## config.mk

```make
export PLATFORM = sky130hd
export DESIGN_NAME = cdot_acc
export DESIGN_NICKNAME = d
export VERILOG_FILES = /design/src/rtl/soml_pkg.sv /design/src/rtl/cdot_acc.sv
export SDC_FILE = /design/constraint.sdc
export NUM_CORES = 1
export LEC_CHECK = 0
export BUFFER_PORTS_ARGS = -buffer_cell sky130_fd_sc_hd__buf_2
export CAP_MARGIN = 10
export CELL_PAD_IN_SITES_DETAIL_PLACEMENT = 2
export CELL_PAD_IN_SITES_GLOBAL_PLACEMENT = 2
export CORE_ASPECT_RATIO = 1.25
export CORE_MARGIN = 10
export CORE_UTILIZATION = 36
export CTS_BUF_LIST = sky130_fd_sc_hd__clkbuf_2 sky130_fd_sc_hd__clkbuf_4 sky130_fd_sc_hd__clkbuf_8
export DETAILED_ROUTE_END_ITERATION = 12
export MAX_ROUTING_LAYER = met4
export PLACE_DENSITY_LB_ADDON = 0.1
export RECOVER_POWER = 25
export REMOVE_ABC_BUFFERS = 1
export SETUP_SLACK_MARGIN = 0.5
export SYNTH_ARGS = -nofsm -noshare
export SYNTH_HDL_FRONTEND = slang
export SYNTH_SLANG_ARGS = --single-unit
export TNS_END_PERCENT = 100
```

## constraint.sdc

```tcl
create_clock -name clk -period 3.45 [get_ports clk]
set_clock_uncertainty 0.05 [all_clocks]
set_input_delay 1.035 -clock clk [delete_from_list [all_inputs] [get_ports clk]]
set_output_delay 1.035 -clock clk [all_outputs]
set_load 0.005 [all_outputs]
```

## src/rtl/soml_pkg.sv

```systemverilog
// Shared constants and saturation helper for the SOML decoder datapath.
// Default fixed-point format used by cmult, cdot_acc and the matrix/metric stages.
package soml_pkg;

    localparam int SOML_Q = 8;
    localparam int SOML_N = 16;

    // Reports whether a sign-extended wide value falls outside the n-bit signed range.
    // Callers sign-extend their accumulator to 64 bits, so any ACCW up to 64 is supported.
    function automatic logic sat_n_clip(input logic signed [63:0] x, input int n);
        logic signed [63:0] hi;
        logic signed [63:0] lo;
        hi = (64'sd1 <<< (n - 1)) - 64'sd1;
        lo = -hi - 64'sd1;
        return (x > hi) || (x < lo);
    endfunction

endpackage

```

## src/rtl/cdot_acc.sv

```systemverilog
// Complex dot-product accumulator sitting right after cmult.
// Sums LEN consecutive complex products, saturates each part to N bits and
// presents the result on a ready/valid output register.
module cdot_acc
    import soml_pkg::*;
#(
    parameter int Q    = SOML_Q,
    parameter int N    = SOML_N,
    parameter int LEN  = 4,
    localparam int ACCW = N + $clog2(LEN)
) (
    input  logic         clk,
    input  logic         rst_n,
    input  logic         in_valid,
    output logic         in_ready,
    input  logic [N-1:0] in_r,
    input  logic [N-1:0] in_i,
    input  logic         in_clear,
    output logic         out_valid,
    input  logic         out_ready,
    output logic [N-1:0] out_r,
    output logic [N-1:0] out_i,
    output logic         out_sat
);

    localparam int CNTW = $clog2(LEN);
    localparam logic [CNTW-1:0] LAST = CNTW'(LEN - 1);
    localparam logic [N-1:0] MAXV = {1'b0, {(N-1){1'b1}}};
    localparam logic [N-1:0] MINV = {1'b1, {(N-1){1'b0}}};

    // Q is carried only for documentation of the format; the sum keeps cmult's scaling.
    if (LEN < 2 || Q >= N) begin : g_badParams
        $error("cdot_acc: LEN must be >= 2 and Q must be < N");
    end

    logic [CNTW-1:0]         r_cnt;
    logic signed [ACCW-1:0]  r_accR;
    logic signed [ACCW-1:0]  r_accI;
    logic                    r_outValid;
    logic [N-1:0]            r_outR;
    logic [N-1:0]            r_outI;
    logic                    r_outSat;

    logic                    w_accFire;
    logic                    w_outFire;
    logic                    w_isLast;
    logic                    w_load;
    logic signed [ACCW-1:0]  w_extR;
    logic signed [ACCW-1:0]  w_extI;
    logic signed [ACCW-1:0]  w_sumR;
    logic signed [ACCW-1:0]  w_sumI;
    logic                    w_clipR;
    logic                    w_clipI;
    logic [N-1:0]            w_satR;
    logic [N-1:0]            w_satI;

    // Handshake decode; only the final element of a frame is stalled by a held result,
    // and that stall deliberately looks straight through at out_ready.
    always_comb begin
        w_isLast  = (r_cnt == LAST);
        in_ready  = !(w_isLast && r_outValid && !out_ready);
        w_accFire = in_valid && in_ready;
        w_outFire = r_outValid && out_ready;
        w_load    = w_accFire && w_isLast && !in_clear;
    end

    // Sign-extend the incoming product, add it to the running sum and saturate to N bits.
    always_comb begin
        w_extR  = {{(ACCW-N){in_r[N-1]}}, in_r};
        w_extI  = {{(ACCW-N){in_i[N-1]}}, in_i};
        w_sumR  = r_accR + w_extR;
        w_sumI  = r_accI + w_extI;
        w_clipR = sat_n_clip(64'(w_sumR), N);
        w_clipI = sat_n_clip(64'(w_sumI), N);
        w_satR  = w_clipR ? (w_sumR[ACCW-1] ? MINV : MAXV) : w_sumR[N-1:0];
        w_satI  = w_clipI ? (w_sumI[ACCW-1] ? MINV : MAXV) : w_sumI[N-1:0];
    end

    // Element counter and accumulators; a clear wins over an accepted element and drops it.
    always_ff @(posedge clk or negedge rst_n) begin
        if (!rst_n) begin
            r_cnt  <= '0;
            r_accR <= '0;
            r_accI <= '0;
        end else if (in_clear) begin
            r_cnt  <= '0;
            r_accR <= '0;
            r_accI <= '0;
        end else if (w_accFire) begin
            if (r_cnt == '0) begin
                r_accR <= w_extR;
                r_accI <= w_extI;
                r_cnt  <= CNTW'(1);
            end else if (w_isLast) begin
                r_cnt  <= '0;
            end else begin
                r_accR <= w_sumR;
                r_accI <= w_sumI;
                r_cnt  <= r_cnt + CNTW'(1);
            end
        end
    end

    // Output register: a new result replaces a consumed one without a bubble,
    // otherwise data is held while valid stays up or after it is consumed.
    always_ff @(posedge clk or negedge rst_n) begin
        if (!rst_n) begin
            r_outValid <= 1'b0;
            r_outR     <= '0;
            r_outI     <= '0;
            r_outSat   <= 1'b0;
        end else if (w_load) begin
            r_outValid <= 1'b1;
            r_outR     <= w_satR;
            r_outI     <= w_satI;
            r_outSat   <= w_clipR | w_clipI;
        end else if (w_outFire) begin
            r_outValid <= 1'b0;
        end
    end

    assign out_valid = r_outValid;
    assign out_r     = r_outR;
    assign out_i     = r_outI;
    assign out_sat   = r_outSat;

endmodule

```

== After elaboration in Yosys (flattened, before gate mapping) ==
Cells that the tools add are included.

* Add/subtract/negate cells: 3
* Magnitude comparators: 4
* Equality and inequality tests: 2
* Muxes and demuxes: 18
* Bitwise gates (word level): 1
* Reductions and logical operators: 15

{| class="wikitable"
|+ Operators by type and width
! kind !! number
|-
| 18-bit two-way mux || 8
|-
| 16-bit two-way mux || 4
|-
| 18-bit by 16-bit adder with 18-bit output || 2
|-
| 18-bit by 16-bit > comparator with 1-bit output, second input constant || 2
|-
| 18-bit by 16-bit less-than comparator with 1-bit output, second input constant || 2
|-
| 2-bit two-way mux || 4
|-
| 1-bit logical AND || 6
|-
| 2-bit nonzero test || 2
|-
| 1-bit zero test || 3
|-
| 3-bit by 2-bit != test with 1-bit output, second input constant || 1
|-
| 2-bit by 1-bit adder with 2-bit output, second input constant || 1
|-
| 2-bit equality test, second input constant || 1
|-
| 2-bit zero test || 1
|-
| 1-bit logical OR || 2
|-
| 1-bit two-way mux || 2
|-
| 2-bit AND reduction || 1
|-
| 1-bit bitwise OR || 1
|}

* Flip-flop bits (word level): 72
* Input port bits: 37
* Word-level logic and storage cells: 50

== Longest topological paths before layout ==
* Depth after elaboration: 8
* Depth in mapped cells: 13
* Depth with buffers taken out: 12

== Worst setup path before layout ==
Ideal clock, no wire load.

* Path type: input to register
* Start point: input port in_r[0]
* End point: register r_outR[10] (netlist: out_r[10])
* Library setup time: 131 ps
* Arrival time: 3281 ps
* Data required time: 3269 ps
* Path slack: -12 ps
* Stages on the path: 13
* Buffers on the path: 1
* Cell sequence: ha_1 -> inv_1 -> fa_1 -> nor2b_4 -> o31a_1 -> o21a_1 -> a31o_4 -> a21oi_4 -> mux2i_1 -> a31oi_1 -> nor2_2 -> buf_6 -> o22ai_2

* Longest elaborated chain between the ends: 4
* Elaborated cells between the ends (all ways): 6
* Those cells by class: add/sub (1); order compare (2); mux (2); reduce/logical (1)

{| class="wikitable"
|+ RTL lines
! element !! RTL line !! RTL
|-
| start: declaration || cdot_acc.sv:16 || <nowiki>input logic [N-1:0] in_r,</nowiki>
|-
| 18-bit by 16-bit adder with 18-bit output * || cdot_acc.sv:71 || <nowiki>w_sumR = r_accR + w_extR;</nowiki>
|-
| 18-bit by 16-bit > comparator with 1-bit output / 18-bit by 16-bit less-than comparator with 1-bit output (equally long branches) || soml_pkg.sv:15 || <nowiki>return (x > hi) || (x < lo);</nowiki>
|-
| 1-bit logical OR || soml_pkg.sv:15 ||
|-
| 16-bit two-way mux * || cdot_acc.sv:75 || <nowiki>w_satR = w_clipR ? (w_sumR[ACCW-1] ? MINV : MAXV) : w_sumR[N-1:0];</nowiki>
|-
| end signal: assignment || cdot_acc.sv:114 || <nowiki>r_outR <= w_satR;</nowiki>
|-
| end: declaration || cdot_acc.sv:40 || <nowiki>logic [N-1:0] r_outR;</nowiki>
|}

Every way passes the cells marked *; elsewhere a longest branch is shown, timed or not.
A chain may end at the register's enable or synchronous reset.

== Worst setup path in the final report ==
* Start point: input port in_r[5]
* End point: register r_outR[6] (netlist: out_r[6])

Same word-level chain as after synthesis.

==> key figures <==
Outcome
  – Status: complete, but fails checks
  – Violated checks: capacitance limit, slew limit, setup timing

Clock network
  – Max clock buf depth: 2
  – # H-tree levels: 3
  – CTS tree: yes
  – Clk sink count: 72
  – CTS Buf Count: 9
  – Clk slew on worst S/H paths: 0.09 ns
  – Root Buffer: clkbuf_8
  – Clock Latency Late Sink: 0.41 ns

Placed design
  – Post-placement cell count: 856
  – Placer's final routability congestion estimate: 0.770
  – DP Wirelength: 13,100 um
  – Port Buffers: 71

STA
  – Relative slew slack: -35.5%
  – Fin crit period: 3.56 ns
  – Final setup fails: 17
  – Fin Hold WS: 0.447 ns
  – Slack of the critical path: -0.112 ns
  – Fmax: between 0.2 and 0.3 GHz
  – Final period util: 103%
  – Slew Limit Fails: 73
  – Worst Tran Pin Value: around 2.0 ns
  – Final hold violations: 0
  – RSZ-0062 raised after global routing: yes

Synth
  – Async S/R FF share, synth: 100%
  – Synth Warn #: 0
  – Largest area contributor in the synthesized netlist: dfrtp_1
  – Top-area cell type share of the netlist area: between 30% and 40%
  – Yosys reg bits: 72
  – Cells after Synth: 588
  – Post-synth top flop: dfrtp_1
  – Post-synth EDFFs: 0
  – Syn_area_per_cell: 8.63 um2
  – Post-synth design cell area: 0.00507 mm2
  – Sequential area share after synthesis: 35.5%
  – Post-synth cell types: 61
  – Synth area leaders: dfrtp_1 36%, ha_1 9.1%, nor2_1 6.4%

Floorplanning
  – Starting Density: 36.7%
  – Ports: between 70 and 80
  – Die W: 126 um
  – Die ar.: 0.0193 mm2
  – Rows: between 40 and 50
  – Core area: 0.0138 mm2
  – Die height: 153 um

Pwr
  – Peak supply drop: about 0.34 mV
  – Leakage: between 3 and 4 nW
  – Pwr per Cell Area: 524 mW/mm2

Layout
  – Fill count: 1,438
  – Final #Nets: just over 800
  – Area Overhead vs Synth: 46.0%
  – Register area: approximately 0.0018 mm2
  – Share of cells above drive strength 1: 42.0%
  – Fin cells: 926
  – Multi-input logic area: 0.00385 mm2

GRT
  – Number of global-route vias before repair: slightly above 6,000
  – Initial antenna violation count: 1
  – Pin count of the biggest net entering global routing: 73
  – Grt ovf: 0
  – GR Util All Layers: 22.3%
  – First-pass GRT wire length: 34,000 um

Drt
  – Via density: 6.04
  – DRC violations left: 0
  – DR iter-0 viols: 399
  – Wire per inst: 29.8 um
  – Drt first pass iters: 4
  – Final WL: 27,600 um
  – Antenna Violating Nets Remaining: 0
  – Via count: 5,594

Worst setup path
  – CP max FO: 6
  – Worst Path Required: between 3 and 4 ns
  – Reg2Reg Depth: 12
  – Setup CP Type: input port to flop
  – Critical path arrival: between 3 and 4 ns
  – Startpoint types: input port
  – Nature of the critical path endpoint: flop

Job
  – # Max-Cap Violations: 1

Hold path
  – HP Class: flop to flop
  – Hold depth: 2
-- metrics by stage --
step                      setup WS [ns]  util (%)  setup TNS [ns]  cell area (um2)  total power, W
final                            -0.112      53.7           -1.32             7410         0.00388
after global routing             -0.214      53.7           -2.63             7410         0.00405
after CTS                         0.138      48.7               0             6730         0.00334
after detailed placement         -0.452      43.1          -11.87             5950         0.00245
after global placement           -0.267      43.1           -7.78             5950         0.00238
after floorplan                   -1.69         -          -79.30             4970         0.00189
-- synth_stat cells (all sizes together), types with 3 or more instances --
cell type	n
nand2b	9
nor2b	6
or3	3
ha	37
nand2	69
nand3b	3
buf	5
nor2	88
a21oi	57
o21a	7
a211oi	18
nand3	6
a311oi	11
dfrtp	72
o22a	3
nor3	10
a21o	9
xnor2	14
and2	3
o211ai	11
inv	16
mux2i	15
xor2	13
o22ai	11
o21ai	40
clkbuf	19
-- repair_timing --
item                       4_1_cts  5_1_grt
cloned                           2        1
pin swaps                       48       75
gates resized for setup         77      106
setup buffers                   29       22
setup endpoints to repair       44       49
hold buffers                     0        0
-- final cells by class --
cell class / count / area share, %
Multi-Input combinational cell: 476 / 52.0
Clock inverter: 3 / 0.236
Clock buffer: 12 / 2.14
Tap cell: 175 / 2.95
Sequential cell: 72 / 24.3
Inverter: 17 / 0.861
Antenna cell: 1 / 0.0338
Timing Repair Buffer: 170 / 17.5
-- routing by layer --
| metal | GRT usage, % | wire [um] |
|---|---|---|
| met1 | 23.5 | 10400 |
| met2 | 40.3 | 14700 |
| met3 | 2.92 | 1180 |
| met4 | 10.3 | 1310 |
| met5 | - | 0 |
-- power breakdown --
group / leakage (nW) / switching (W) / internal, W
combinational: 2.36 / 0.00114 / 0.000891
sequential: 0.891 / 0.000144 / 0.00100
clock: 0.0917 / 0.000403 / 0.000303
-- registers in the layout, indices dropped and copies added (netlist names) --
signal and cells:
r_accI 18, r_accR 18, out_i 16, out_r 16
r_cnt 2, out_sat 1, out_valid 1
-- path summary, 6_finish.rpt --
path                                  startpoint               endpoint  slack, ns
setup / recovery                         in_r[5]   out_r[6]$_DFFE_PN0P_      -0.11
hold / removal             out_r[15]$_DFFE_PN0P_  out_r[15]$_DFFE_PN0P_       0.45
setup reg to reg           r_accR[5]$_DFFE_PN0P_   out_r[6]$_DFFE_PN0P_       0.20
hold reg to reg            out_r[15]$_DFFE_PN0P_  out_r[15]$_DFFE_PN0P_       0.45
max in group asynchronous                  rst_n  out_i[15]$_DFFE_PN0P_       0.99
min in group asynchronous                  rst_n  r_accR[9]$_DFFE_PN0P_       1.14
-- kinds of logic (layout without fill, tap and decap cells) --
family | Yosys count | after routing | share of synthesized area (%)
AOI/OAI and AO/OA | 186 | 186 | 25.0
xor gates and xnor gates | 27 | 27 | 5.10
adders and majority gates | 39 | 39 | 9.91
buffers and inverters | 41 | 202 | 3.28
DFF | 72 | 72 | 35.5
muxes | 16 | 17 | 3.25
other | 0 | 1 | 0
and+or+nand+nor | 207 | 207 | 17.9
-- cell usage in the layout (no fill, tap or decap), types with 4 or more instances in the layout --
cell      instances
a311oi_2          5
ha_4             11
dfrtp_1          72
a21o_1            8
buf_4            73
buf_12            4
nor2b_1           4
inv_1            12
nand2_4           9
nand2_2           5
o22ai_2           9
nand2b_4          4
xnor2_1           9
o211ai_1         11
nand2_1          55
ha_1             23
a211oi_1         12
a21oi_2          28
clkbuf_8         11
o21ai_0          28
xor2_1           10
nor2_1           82
nand3_1           5
o21ai_1           8
nand2b_1          5
a21oi_1          23
buf_2            66
a311oi_1          6
inv_2             4
o21a_1            7
nor3_1            9
buf_6            22
mux2i_1          13
a211oi_2          6
a21oi_4           6
-- worst max-delay path, cell delays in order --
cell and delay [ns]:
buf_2 0.11, ha_1 0.39, nor3_1 0.47, nor2_1 0.13, o21a_1 0.17, a31o_4 0.24
a21oi_4 0.17, mux2i_4 0.38, a31oi_4 0.17, nor2_4 0.15, buf_6 0.14, buf_16 0.13
o22ai_2 0.09
No activity file was read; power rests on OpenSTA's default activity.
